===== src/rtl/pipeline_hazard_controller.sv =====
// Hazard/sequencing controller for the 5-stage 16-bit pipeline: forwarding, load-use stall,
// branch flush and halt drain. Optional perf counters enabled by HAZARD_PERF_CNT_EN.
//
// state   | meaning
// S_RUN   | normal issue; stalls, flushes and halt acceptance evaluated
// S_DRAIN | halt accepted; bubbles issued while older instructions retire
// S_HALTED| pipeline empty, PC frozen until resume
module pipeline_hazard_controller #(
    parameter int DRAIN_CYCLES = 3,
    parameter int REG_AW       = 4
) (
    input  logic              clk,
    input  logic              rst,
    input  logic [REG_AW-1:0] id_rs1,
    input  logic [REG_AW-1:0] id_rs2,
    input  logic              id_uses_rs1,
    input  logic              id_uses_rs2,
    input  logic              id_halt,
    input  logic [REG_AW-1:0] ex_rs1,
    input  logic [REG_AW-1:0] ex_rs2,
    input  logic              ex_mem_read,
    input  logic [REG_AW-1:0] ex_dst1,
    input  logic              ex_branch_taken,
    input  logic              mem_reg_write,
    input  logic              mem_write_op2,
    input  logic [REG_AW-1:0] mem_dst1,
    input  logic [REG_AW-1:0] mem_dst2,
    input  logic              wb_reg_write,
    input  logic              wb_write_op2,
    input  logic [REG_AW-1:0] wb_dst1,
    input  logic [REG_AW-1:0] wb_dst2,
    input  logic              resume,
    output logic              pc_write,
    output logic              ifid_write,
    output logic              ifid_flush,
    output logic              idex_bubble,
    output logic [2:0]        fwd_a,
    output logic [2:0]        fwd_b,
    output logic              halted
`ifdef HAZARD_PERF_CNT_EN
    ,
    output logic [15:0]       stall_count,
    output logic [15:0]       flush_count
`endif
);

    typedef enum logic [1:0] {S_RUN, S_DRAIN, S_HALTED} state_t;

    localparam logic [2:0] DRAIN_LOAD = 3'(DRAIN_CYCLES - 1);

    state_t     state, state_nxt;
    logic [2:0] drain_cnt, drain_cnt_nxt;
    logic       load_use;

    // MEM beats WB; within a stage the high-half write beats the low-half write
    function automatic logic [2:0] fwd_sel(
        input logic [REG_AW-1:0] src,
        input logic              m_lo, input logic m_hi,
        input logic [REG_AW-1:0] m_d1, input logic [REG_AW-1:0] m_d2,
        input logic              w_lo, input logic w_hi,
        input logic [REG_AW-1:0] w_d1, input logic [REG_AW-1:0] w_d2
    );
        if (m_hi && m_d2 == src)      return 3'd2;
        else if (m_lo && m_d1 == src) return 3'd1;
        else if (w_hi && w_d2 == src) return 3'd4;
        else if (w_lo && w_d1 == src) return 3'd3;
        else                          return 3'd0;
    endfunction

    assign fwd_a = fwd_sel(ex_rs1, mem_reg_write, mem_write_op2, mem_dst1, mem_dst2,
                           wb_reg_write, wb_write_op2, wb_dst1, wb_dst2);
    assign fwd_b = fwd_sel(ex_rs2, mem_reg_write, mem_write_op2, mem_dst1, mem_dst2,
                           wb_reg_write, wb_write_op2, wb_dst1, wb_dst2);

    assign load_use = ex_mem_read &&
                      ((id_uses_rs1 && id_rs1 == ex_dst1) || (id_uses_rs2 && id_rs2 == ex_dst1));

    always_ff @(posedge clk or negedge rst) begin
        if (!rst) begin
            state     <= S_RUN;
            drain_cnt <= 3'd0;
        end else begin
            state     <= state_nxt;
            drain_cnt <= drain_cnt_nxt;
        end
    end

    always_comb begin
        state_nxt     = state;
        drain_cnt_nxt = drain_cnt;
        pc_write      = 1'b1;
        ifid_write    = 1'b1;
        ifid_flush    = 1'b0;
        idex_bubble   = 1'b0;
        halted        = 1'b0;
        case (state)
            S_RUN: begin
                if (ex_branch_taken) begin
                    ifid_flush  = 1'b1;
                    idex_bubble = 1'b1;
                end else if (load_use) begin
                    pc_write    = 1'b0;
                    ifid_write  = 1'b0;
                    idex_bubble = 1'b1;
                end else if (id_halt) begin
                    pc_write      = 1'b0;
                    ifid_write    = 1'b0;
                    idex_bubble   = 1'b1;
                    state_nxt     = S_DRAIN;
                    drain_cnt_nxt = DRAIN_LOAD;
                end
            end
            S_DRAIN: begin
                pc_write    = 1'b0;
                ifid_write  = 1'b0;
                idex_bubble = 1'b1;
                if (drain_cnt == 3'd0) state_nxt = S_HALTED;
                else                   drain_cnt_nxt = drain_cnt - 3'd1;
            end
            S_HALTED: begin
                halted      = 1'b1;
                pc_write    = 1'b0;
                ifid_write  = 1'b0;
                idex_bubble = 1'b1;
                // flush on the leaving edge so the halt sitting in IF/ID never re-issues
                if (resume) begin
                    ifid_flush = 1'b1;
                    state_nxt  = S_RUN;
                end
            end
            default: state_nxt = S_RUN;
        endcase
    end

`ifdef HAZARD_PERF_CNT_EN
    logic stall_evt, flush_evt;

    assign stall_evt = (state == S_RUN) && load_use && !ex_branch_taken;
    assign flush_evt = (state == S_RUN) && ex_branch_taken;

    always_ff @(posedge clk or negedge rst) begin
        if (!rst) begin
            stall_count <= 16'd0;
            flush_count <= 16'd0;
        end else begin
            if (stall_evt && stall_count != 16'hFFFF) stall_count <= stall_count + 16'd1;
            if (flush_evt && flush_count != 16'hFFFF) flush_count <= flush_count + 16'd1;
        end
    end
`endif

endmodule

===== config.mk =====
export PLATFORM = sky130hd
export DESIGN_NAME = pipeline_hazard_controller
export DESIGN_NICKNAME = d
export VERILOG_FILES = /design/src/rtl/pipeline_hazard_controller.sv
export SDC_FILE = /design/constraint.sdc
export NUM_CORES = 1
export LEC_CHECK = 0
export CAP_MARGIN = 25
export CORE_ASPECT_RATIO = 0.9
export CORE_MARGIN = 2
export CORE_UTILIZATION = 39
export CTS_BUF_LIST = sky130_fd_sc_hd__clkbuf_4
export DETAILED_ROUTE_END_ITERATION = 8
export GPL_TIMING_DRIVEN = 0
export PLACE_DENSITY_LB_ADDON = 0.1
export SLEW_MARGIN = 20
export SYNTH_ARGS = -nofsm -noshare
export SYNTH_HDL_FRONTEND = slang
export SYNTH_SLANG_ARGS = --single-unit

===== constraint.sdc =====
create_clock -name clk -period 2.1 [get_ports clk]
set_input_delay 0.315 -clock clk [delete_from_list [all_inputs] [get_ports clk]]
set_output_delay 0.315 -clock clk [all_outputs]
set_load 0.01 [all_outputs]

==> metrics.txt <==
layout cell share with drive strength beyond 1 0.330; number of CTS-inserted buffers 3; Worst Path Buf+Inv 8; WS Path Type in -> reg; maximum clock path buffer count 2; Syn Area/Cell 7.71 µm²; Post-Synth Adder-Cell Area 0.0887; slew margin rel. 0.751; # DRC 0; final hold violations 0; Post-Layout Cell Count 234; Syn. warnings 0; fraction of synthesized area in multiplexers 0.0228; DRT antenna net count 0; Final GP Congestion 0.811; setup TNS 0 ps; commonest non-fill, non-tap cell in the layout clkdlybuf4s50_1; Synth Area in Simple Gates 0.207; Max Cap Viol 0; Top Family by Delay on Critical Path buffers and inverters; Synth Register Bits 5; outcome complete, no violations; clock skew 0.0842 ps; Reg2Reg Launch Point state[1]; Post-Synthesis Cells 128; Setup violations, final 0; initial core utilization 0.407; cell area after placement 1580 µm²; maximum clock rate 0.483 GHz; Slew Limit Fails 0; post-synthesis sequential area ratio 0.127; cell row count 17; Critical Path Source ex_dst1[0]; via count 1269; total power 1.33 mW; clock sink count 5; initial antenna violation count 0; worst slew pin tran 373 ps; Area Overhead vs Synth 90.9%; crit-path max FO 2; Worst setup EP type flip-flop; input/output buffers 56; Die Wd 57.0 µm; n_diodes 0; cell total after placement 212; WL final 3870 µm; mean routed wirelength per cell 16.5 µm; Core Footprint 2420 µm²; Post-layout nets 262; Die ar. 2950 µm²; CTS tree done; compound-cell area share of the yosys netlist 0.151; Async SR Flop Fraction 1.00; vias in the first global route 1198; HP Class in -> async; slowest stage delay, CP 260 ps; RSZ-0062 raised after global routing yes; peak supply drop 1.06 mV; Critical Path Slowest Stage Cell mux2_2; setup ws final 28.3 ps; IO Pins 59; dpl ws -689 ps; Syn Nets 183; CTS root buffer clkbuf_4; Die H 51.7 µm; most used cell, CP buf_4; CP arrival 2200 ps; Initial DRC Count 47; Pwr Density 704 nW/µm²; global-route wire length before repair 5170 µm; clock-pin slew on the worst setup and hold paths 40 ps; hpwl dp 2470 µm; xor/xnor share of the synthesized area 0.328; Required @ worst endpoint 2230 ps; Final Cycle Share 0.987; Cell variety after synth 31; Pleak 0.874 nW; largest family of logic cells by synthesized area XOR/XNOR gates; crit start category primary input; most frequent cells in the layout 25 x clkdlybuf4s50_1, 21 x xor2_1, 19 x buf_4; via/cell ratio 5.42; GRT Residual Overflow 0; post-route minimum period 2070 ps; fin area 1880 µm²; Synth Flop Type dfrtp_1; Clock Latency Late Sink 250 ps; CP Cell Sequence buf_2 > xnor2_2 > nand3_2 > buf_4 > buf_4 > buf_4 > buf_4 > buf_4 > buf_6 > o221ai_4 > a222oi_1 > buf_4 > mux2_2; EDFF count, synth 0; total track usage 0.225; pin count of the biggest net entering global routing 11; 1st-pass router iterations 6; mapped cell area 987 µm²; H-tree depth 1
==> power by group <==
group | switching, mW | internal [mW]
Combinational | 0.499 | 0.514
Clock | 0.0435 | 0.0850
Sequential | 0.0416 | 0.142
Total | 0.584 | 0.742
==> Yosys cell counts, types with 2 or more instances <==
cell type,count,share of area
xor2_1,22,0.20
nand2_1,6,0.023
xnor2_1,15,0.13
nor3_1,7,0.035
o22ai_1,2,0.013
nand4_1,3,0.019
mux2_2,2,0.023
o21bai_1,3,0.023
dfrtp_1,5,0.13
ha_1,7,0.089
nor2_1,5,0.019
clkbuf_1,3,0.011
inv_1,12,0.046
nor4_1,4,0.025
o21ai_0,2,0.010
nand3_1,9,0.046
o221ai_1,2,0.018
a21oi_1,6,0.030
==> metal layers <==
metal,global-route usage,routed length (µm),vias up
li1,-,-,600
met1,0.250,1470,587
met2,0.437,2050,72
met3,0.0473,250,10
met4,0.0504,102,0
met5,0,0,-
==> worst register-to-register path, stage by stage, from the launching register on <==
cell      delay, ps
dfrtp_1         420
inv_2            90
ha_1            200
buf_6           140
a222oi_1        230
buf_4           180
mux2_2          320
==> worst paths after layout <==
| path | to | slack [ps] | cells past startpoint |
|---|---|---|---|
| max | state[0] | 30 | 13 |
| min | drain_cnt[0] | 300 | 1 |
| max reg2reg | state[0] | 380 | 6 |
| min reg2reg | drain_cnt[0] | 540 | 2 |
| max in group asynchronous | state[0] | 1580 | 1 |
| min in group clk | drain_cnt[0] | 540 | 2 |
==> area by class of cell <==
cell class / instances / area, µm²
Multi-Input combinational cell: 106 / 973
Timing Repair Buffer: 75 / 648
Fill cell: 158 / 541
Sequential cell: 5 / 126
Inverter: 12 / 45.0
Tap cell: 28 / 35.0
Clock buffer: 4 / 30.0
Buffer: 4 / 26.3
==> what timing repair did <==
action,4_1_cts,5_1_grt
hold buffers,0,0
pin swaps,15,16
resized for setup,67,36
endpoints found under the setup margin,10,13
setup buffers,14,6
==> cell families (layout without fill, tap and decap cells) <==
kind of cell,Yosys count,after routing
AOI/OAI and AO/OA,21,21
muxes,2,2
buffers and inverters,17,95
DFF,5,5
xor gates and xnor gates,37,37
adders and majority gates,7,7
and+or+nand+nor,39,39
==> registers in the layout (all words and copies together) (netlist names) <==
name       count
drain_cnt      3
state          2
==> stage by stage <==
stage | hold WS [ps] | util
floorplan | 19.4 | -
global placement | 513 | 0.653
detailed placement | 522 | 0.653
CTS | 294 | 0.731
global route | 303 | 0.777
finish | 300 | 0.777
Note: power is estimated with default switching activity, not from simulation.
